--- config.mk ---
export PLATFORM = sky130hd
export DESIGN_NAME = mc_ctl
export DESIGN_NICKNAME = d
export VERILOG_FILES = /design/src/rtl/mc_ctl.sv
export SDC_FILE = /design/constraint.sdc
export NUM_CORES = 1
export LEC_CHECK = 0
export CAP_MARGIN = 20
export CELL_PAD_IN_SITES_DETAIL_PLACEMENT = 1
export CELL_PAD_IN_SITES_GLOBAL_PLACEMENT = 1
export CORE_MARGIN = 2
export CORE_UTILIZATION = 25
export CTS_CLUSTER_DIAMETER = 100
export DETAILED_ROUTE_END_ITERATION = 6
export PLACE_DENSITY_LB_ADDON = 0.3
export SYNTH_ARGS = -nofsm -noshare
export SYNTH_HDL_FRONTEND = slang
export SYNTH_SLANG_ARGS = --single-unit
--- constraint.sdc ---
create_clock -name clk -period 4.25 [get_ports clk]
set_input_delay 0.6375 -clock clk [delete_from_list [all_inputs] [get_ports clk]]
set_output_delay 0.6375 -clock clk [all_outputs]
set_load 0.03 [all_outputs]
--- src/rtl/mc_ctl.sv ---
// Multi-cycle control FSM for the MIPS-subset datapath (FETCH/DECODE/EXEC/MEM/WB).
// Optional feature: define MC_ILLEGAL_TRAP_EN to trap unknown instructions into HALT.
module mc_ctl (
  input  logic       clk,
  input  logic       rst_n,
  input  logic [5:0] opcode,
  input  logic [5:0] func,
  input  logic       zero,
  input  logic       mem_ready,
  output logic       mem_req,
  output logic       mem_we,
  output logic       IorD,
  output logic       IrWrite,
  output logic       PcWrite,
  output logic [1:0] PcSrc,
  output logic       RegWrite,
  output logic [1:0] RegDst,
  output logic [1:0] WdSel,
  output logic       AluSrc,
  output logic [3:0] ExtOp,
  output logic [3:0] AluOp,
  output logic       instr_done,
  output logic       illegal,
  output logic [2:0] state
);

  typedef enum logic [2:0] {
    S_FETCH  = 3'd0,
    S_DECODE = 3'd1,
    S_EXEC   = 3'd2,
    S_MEM    = 3'd3,
    S_WB     = 3'd4,
    S_HALT   = 3'd5
  } state_t;

  state_t r_state;
  state_t w_next;

  logic w_rtype, w_addu, w_subu, w_jr, w_jalr;
  logic w_ori, w_lui, w_lw, w_sw, w_beq, w_bne, w_j, w_jal, w_known;

  logic       w_mem_req, w_mem_we, w_iord, w_ir_write, w_pc_write;
  logic [1:0] w_pc_src, w_reg_dst, w_wd_sel;
  logic       w_reg_write, w_alu_src, w_instr_done, w_illegal;
  logic [3:0] w_ext_op, w_alu_op;

  assign w_rtype = (opcode == 6'b000000);
  assign w_addu  = w_rtype && (func == 6'b100001);
  assign w_subu  = w_rtype && (func == 6'b100011);
  assign w_jr    = w_rtype && (func == 6'b001000);
  assign w_jalr  = w_rtype && (func == 6'b001001);
  assign w_ori   = (opcode == 6'b001101);
  assign w_lui   = (opcode == 6'b001111);
  assign w_lw    = (opcode == 6'b100011);
  assign w_sw    = (opcode == 6'b101011);
  assign w_beq   = (opcode == 6'b000100);
  assign w_bne   = (opcode == 6'b000101);
  assign w_j     = (opcode == 6'b000010);
  assign w_jal   = (opcode == 6'b000011);
  assign w_known = w_addu | w_subu | w_jr | w_jalr | w_ori | w_lui |
                   w_lw | w_sw | w_beq | w_bne | w_j | w_jal;

  always_ff @(posedge clk or negedge rst_n) begin
    if (!rst_n) r_state <= S_FETCH;
    else        r_state <= w_next;
  end

  always_comb begin
    w_next       = r_state;
    w_mem_req    = 1'b0;
    w_mem_we     = 1'b0;
    w_iord       = 1'b0;
    w_ir_write   = 1'b0;
    w_pc_write   = 1'b0;
    w_pc_src     = 2'b00;
    w_reg_write  = 1'b0;
    w_reg_dst    = 2'b00;
    w_wd_sel     = 2'b00;
    w_alu_src    = 1'b0;
    w_ext_op     = 4'b0000;
    w_alu_op     = 4'b0000;
    w_instr_done = 1'b0;
    w_illegal    = 1'b0;

    // ALU controls follow the decode in every state; only EXEC consumes them
    if (w_ori) begin
      w_alu_src = 1'b1;
      w_alu_op  = 4'b0010;
    end else if (w_lui) begin
      w_alu_src = 1'b1;
      w_ext_op  = 4'b0010;
    end else if (w_lw || w_sw) begin
      w_alu_src = 1'b1;
      w_ext_op  = 4'b0001;
    end else if (w_subu || w_beq || w_bne) begin
      w_alu_op  = 4'b0001;
    end

    case (r_state)
      S_FETCH: begin
        w_mem_req = 1'b1;
        if (mem_ready) begin
          w_ir_write = 1'b1;
          w_pc_write = 1'b1;
          w_next     = S_DECODE;
        end
      end
      S_DECODE: begin
        if (w_j || w_jal || w_jr || w_jalr) begin
          w_pc_write   = 1'b1;
          w_pc_src     = (w_jr || w_jalr) ? 2'b11 : 2'b10;
          w_instr_done = 1'b1;
          w_next       = S_FETCH;
          if (w_jal || w_jalr) begin
            w_reg_write = 1'b1;
            w_reg_dst   = w_jal ? 2'b10 : 2'b01;
            w_wd_sel    = 2'b10;
          end
        end else if (w_known) begin
          w_next = S_EXEC;
        end else begin
`ifdef MC_ILLEGAL_TRAP_EN
          w_next = S_HALT;
`else
          w_instr_done = 1'b1;
          w_next       = S_FETCH;
`endif
        end
      end
      S_EXEC: begin
        if (w_beq || w_bne) begin
          w_pc_write   = w_beq ? zero : !zero;
          w_pc_src     = 2'b01;
          w_instr_done = 1'b1;
          w_next       = S_FETCH;
        end else if (w_lw || w_sw) begin
          w_next = S_MEM;
        end else begin
          w_next = S_WB;
        end
      end
      S_MEM: begin
        // Request, address select and write strobe stay put until the ready cycle
        w_mem_req = 1'b1;
        w_iord    = 1'b1;
        w_mem_we  = w_sw;
        if (mem_ready) begin
          if (w_sw) begin
            w_instr_done = 1'b1;
            w_next       = S_FETCH;
          end else begin
            w_next = S_WB;
          end
        end
      end
      S_WB: begin
        w_reg_write  = 1'b1;
        w_instr_done = 1'b1;
        w_next       = S_FETCH;
        if (w_addu || w_subu) w_reg_dst = 2'b01;
        else if (w_lw)        w_wd_sel  = 2'b01;
      end
      S_HALT: begin
        w_alu_src = 1'b0;
        w_ext_op  = 4'b0000;
        w_alu_op  = 4'b0000;
`ifdef MC_ILLEGAL_TRAP_EN
        w_illegal = 1'b1;
        w_next    = S_HALT;
`else
        w_next    = S_FETCH;
`endif
      end
      default: w_next = S_FETCH;
    endcase
  end

  // Reset gates every strobe combinationally so a pending request dies immediately
  assign mem_req    = rst_n & w_mem_req;
  assign mem_we     = rst_n & w_mem_we;
  assign IorD       = rst_n & w_iord;
  assign IrWrite    = rst_n & w_ir_write;
  assign PcWrite    = rst_n & w_pc_write;
  assign PcSrc      = rst_n ? w_pc_src  : 2'b00;
  assign RegWrite   = rst_n & w_reg_write;
  assign RegDst     = rst_n ? w_reg_dst : 2'b00;
  assign WdSel      = rst_n ? w_wd_sel  : 2'b00;
  assign AluSrc     = rst_n & w_alu_src;
  assign ExtOp      = rst_n ? w_ext_op  : 4'b0000;
  assign AluOp      = rst_n ? w_alu_op  : 4'b0000;
  assign instr_done = rst_n & w_instr_done;
  assign illegal    = rst_n & w_illegal;
  assign state      = rst_n ? 3'(r_state) : 3'd0;

endmodule

=== Word level (Yosys, flattened, before mapping) ===
Cells that the tools add are included.
W data, S select, Z words.

* Register bits: 3
* Latch bits: 0
* RAM bits: 0
* ROM bits: 0
* Input bits: 16
* Output and inout port bits: 26
* Memories: 0

* Add/sub/neg operators: 0
* $mul: 0
* Div/mod/pow operators: 0
* $lt $le $gt $ge: 0
* Eq/ne operators: 19
* Shifts and indexed selects: 0
* Mux-type cells: 59
* Bitwise gates (word level): 19
* Reductions and logical operators: 19

{| class="wikitable"
|+ Operator list
! cell !! number
|-
| $mux W1 || 28
|-
| $mux W2 || 13
|-
| $eq A6 B4 Y1 const B || 4
|-
| $eq A6 B6 Y1 const B || 4
|-
| $mux W4 || 5
|-
| $mux W3 || 6
|-
| $eq A6 B2 Y1 const B || 2
|-
| $eq A6 B3 Y1 const B || 2
|-
| $pmux W2 S2 || 3
|-
| $pmux W3 S4 || 1
|-
| $or A1 B1 Y1 || 11
|-
| $logic_or A1 B1 Y1 || 10
|-
| $and A1 B1 Y1 || 8
|-
| $eq A3 B2 Y1 const B || 2
|-
| $eq A3 B3 Y1 const B || 2
|-
| $logic_not A6 Y1 || 1
|-
| $logic_and A1 B1 Y1 || 4
|-
| $ne A2 B2 Y1 const B || 2
|-
| $pmux W1 S4 || 1
|-
| $eq A3 B1 Y1 const B || 1
|-
| $logic_not A3 Y1 || 1
|-
| $pmux W1 S3 || 1
|-
| $pmux W1 S2 || 1
|-
| $reduce_and A2 Y1 || 1
|-
| 2 further kinds || 2
|}

=== Logic depth before layout (Yosys ltp) ===
* Depth in word-level cells: 17
* Mapped depth: 5

=== Worst setup path before layout ===
No wires, ideal clock.

* Kind: input -> output
* From: input opcode[5]
* To: output PcWrite
* Arrival time: 2.092 ns
* Required time: 3.612 ns
* Path slack: 1.520 ns
* Stages: 5
* Buffers on the path: 1
* Cells stage by stage: buf_2 or4b_4 nor2_2 nand3_1 a31oi_1

* Longest elaborated chain between the ends: 7
* Elaborated cells on any way between the ends: 16
* Classes of those cells: eq/ne: 4; mux: 4; bitwise: 1; reduce/logical: 7

{| class="wikitable"
|+ RTL lines
! item !! line !! RTL
|-
| from (decl) || 6 || <nowiki>input logic [5:0] opcode,</nowiki>
|-
| $eq A6 B2 Y1, or another cell as far along || 58 || <nowiki>assign w_j = (opcode == 6'b000010);</nowiki>
|-
| $logic_or A1 B1 Y1 / $logic_and A1 B1 Y1 (equally long branches) || 109, 50 ||
|-
| $logic_or A1 B1 Y1 (2 in a row) || 109 || <nowiki>if (w_j || w_jal || w_jr || w_jalr) begin</nowiki>
|-
| $mux W1 || 109 ||
|-
| $pmux W1 S3 * || 99 || <nowiki>case (r_state)</nowiki>
|-
| $and A1 B1 Y1 * || 183 || <nowiki>assign PcWrite = rst_n & w_pc_write;</nowiki>
|-
| to (decl) || 14 || <nowiki>output logic PcWrite,</nowiki>
|}

Mark *: on every way between the ends. The rest lies on a longest branch, timed or not.

=== Worst setup path after layout ===
* From: input opcode[1]
* To: output PcWrite

Same word-level chain as after synthesis.

==> flow_summary.yaml <==
outcome:
  status: "finished clean"
critical_path:
  crit_top_cell: "clkdlybuf4s50_1"
  crit_path_cell_trace: "clkdlybuf4s50_1, or4b_4, nor2_2, nand3_1, a31oi_1, clkdlybuf4s50_1"
  slowest_delay_ns: 0.69
  cp-start-kind: "primary input"
  critPathKind: "primary input to primary output"
  endpoint_kind: "primary output"
  arrival_ns: 3.02
  required_ns: 3.61
  crit_buf_inv: 2
  cpMaxStageDelayCell: "clkdlybuf4s50_1"
  crit_family: "buffers and inverters"
  worstPathMaxFanout: 10
floorplan:
  rows: 18
  initial_core_util_pct: 26.0
  io_pins: 42
  core_mm2: 0.00243
  die_w_um: 54.3
  dieHeight_um: 54.3
  dieArea_mm2: 0.00295
pwr:
  switchingPower_uw: 66.7
  p_comb_share_pct: 48.2
  p_per_area_mw_per_mm2: 163
  power.share.clock_pct: 31.3
  leakagePower_uw: 0.000354
  power.internal_uw: 97.5
  swShare_pct: 40.6
  ir_drop_mv: 0.107
  seq_power_share_pct: 20.5
clocking:
  cts_root_buffer: "clkbuf_4"
  clk_latency_ns: 0.24
  htreeDepth: 1
  clock_path_buffers: 2
  numCtsBuffers: 3
  cts.repair.resized: 0
  cts_tree: "built"
  clock_sinks: 3
  post_cts_buffers: 0
  hold_buffers: 0
  cts.clk_slew.worst_paths_ns: 0.04
global_routing:
  grt-ovfl-total: 0
  grt_max_degree: 12
  grt_pass1_wl_um: 3780
  grt_antenna_before_repair: 0
  grt_pass1_vias: 775
  track_usage_pct: 17.0
detailed_routing:
  drt_wl_total_um: 2360
  wire_per_inst_um: 15.1
  vias: 817
  viasPerCell: 5.24
  drc: 0
  drtAntennaViolNets: 0
  drt-initial-drc-count: 10
  drtPass1Iterations: 3
synth:
  synth.most_common_cell: "nor2_1"
  synth.distinct_cells: 41
  synth_top_family_by_area: "simple AND/OR/NAND/NOR gates"
  syn_area_per_cell_um2: 6.96
  ys_ff_latch: 3
  async_flop_share_pct: 100
  synth_simple_gate_area_share_pct: 52.4
  synth_cells: 91
  seq_area_frac_synth_pct: 11.9
  yosysWarnings: 0
  synth_edf_count: 0
  synth_xor_area_share_pct: 1.38
  synth_area_leaders: "dfrtp_1, nor2_1, buf_4"
  yosys.area.top_type_share_pct: 11.9
  synthTopCellsByCount: "nor2_1, nand2_1, buf_4"
  synthMuxAreaShare_pct: 0
  synthAdderAreaFrac_pct: 0
  ys.flop_type: "dfrtp_1"
  yosysTopAreaCell: "dfrtp_1"
  syn_area_um2: 633
  synth_compound_area_share_pct: 21.9
cells_and_area:
  largest_reg_flops: 3
  largestRegisters: "r_state: 3 flops"
  regMostFlops: "r_state"
  fillers: 322
  layout-drive-gt1-share_pct: 7.94
  diodes: 0
  stdcell_count: 156
  syn_to_final_growth_pct: 59.3
  layout.nets: 143
place:
  dp_hpwl_um: 1880
  gp_congestion: 0.732
  place_inst: 152
  port_buffers: 36
sta:
  final_max_slew_viol_count: 0
  slew_headroom_pct: 67.7
  worstMarginPinSlew_ns: 0.472
  skew_ns: 0.00841
  fin_crit_ns: 3.65
  setup_viol: 0
  fin_setup_tns_ns: 0
  hold_viol: 0
  min_period_over_period_pct: 86.0
  grt_setup_unrepaired: "false"
  clock.fmax_mhz: 274
job:
  max_cap_viol_count: 0
worst_hold_path:
  min_path_type: "flop to flop"
## area by class of cell
| class | count | area (um2) | share of cell area (%) |
|---|---|---|---|
| multi-input combinational | 80 | 498 | 49.4 |
| timing repair buffer | 36 | 360 | 35.7 |
| sequential | 3 | 75.1 | 7.44 |
| tap | 30 | 37.5 | 3.72 |
| clock buffer | 4 | 26.3 | 2.61 |
| inverter | 3 | 11.3 | 1.12 |
## layer usage
layer  track usage (%)  share of wire (%)  routed length (um)
met5                 0                  0                   0
met1              22.4                 44                1050
met2              30.5                 51                1200
met4              2.50                  0                   0
met3              1.09                4.7                 112
## kinds of logic (layout without fill, tap and decap cells)
family | after synthesis | count (layout)
AND/OR/NAND/NOR | 56 | 56
AO/OA/AOI/OAI | 18 | 18
buffers and inverters | 12 | 43
flip-flops | 3 | 3
other | 1 | 5
XOR/XNOR | 1 | 1
## worst paths after layout
kind	start	end	slack, ns	cells after the start
worst max-delay path	opcode[1]	PcWrite	0.60	6
worst max register to register	r_state[1]	r_state[0]	2.91	2
max in group asynchronous	rst_n	r_state[0]	3.32	1
min in group asynchronous	rst_n	r_state[1]	0.67	1
worst min-delay path	r_state[2]	r_state[1]	0.64	1
worst min register to register	r_state[2]	r_state[1]	0.64	1
## metrics by stage
stage / hold slack (ns) / instance area, um2 / total power [uW] / util (%) / setup slack [ns]
6_report: 0.637 / 1010 / 164 / 41.5 / 0.596
5_1_grt: 0.681 / 1010 / 174 / 41.5 / 0.388
4_1_cts: 0.631 / 1010 / 165 / 41.5 / 0.586
3_5_place_dp: 0.623 / 982 / 113 / 40.4 / 0.591
3_3_place_gp: 0.641 / 982 / 111 / 40.4 / 0.590
2_1_floorplan: 0.342 / 648 / 81.5 / - / 1.52
## power groups by stage
| stage | Combinational (uW) | Sequential [uW] | Clock [uW] |
|---|---|---|---|
| final | 79.2 | 33.6 | 51.4 |
| after global routing | 86.2 | 34.2 | 53.9 |
| after CTS | 79.5 | 33.7 | 51.5 |
| after detailed placement | 79.0 | 34.1 | 0 |
| after global placement | 77.3 | 34.1 | 0 |
| after floorplan | 48.8 | 32.7 | 0 |
## cells in the final DEF, fill, tap and decap left out, types with 2 or more instances in the layout
cell,instances
a21oi_1,2
a32oi_1,2
and2_1,4
and3_1,2
clkbuf_4,3
clkdlybuf4s50_1,36
conb_1,5
dfrtp_1,3
inv_1,3
nand2_1,9
nand3_1,3
nand4_1,2
nand4b_1,3
nor2_1,13
nor2b_1,2
nor3_1,3
nor3b_1,2
nor4_1,2
nor4_2,2
nor4b_1,3
o21ai_0,2
Power figures use the tool's default switching activity.
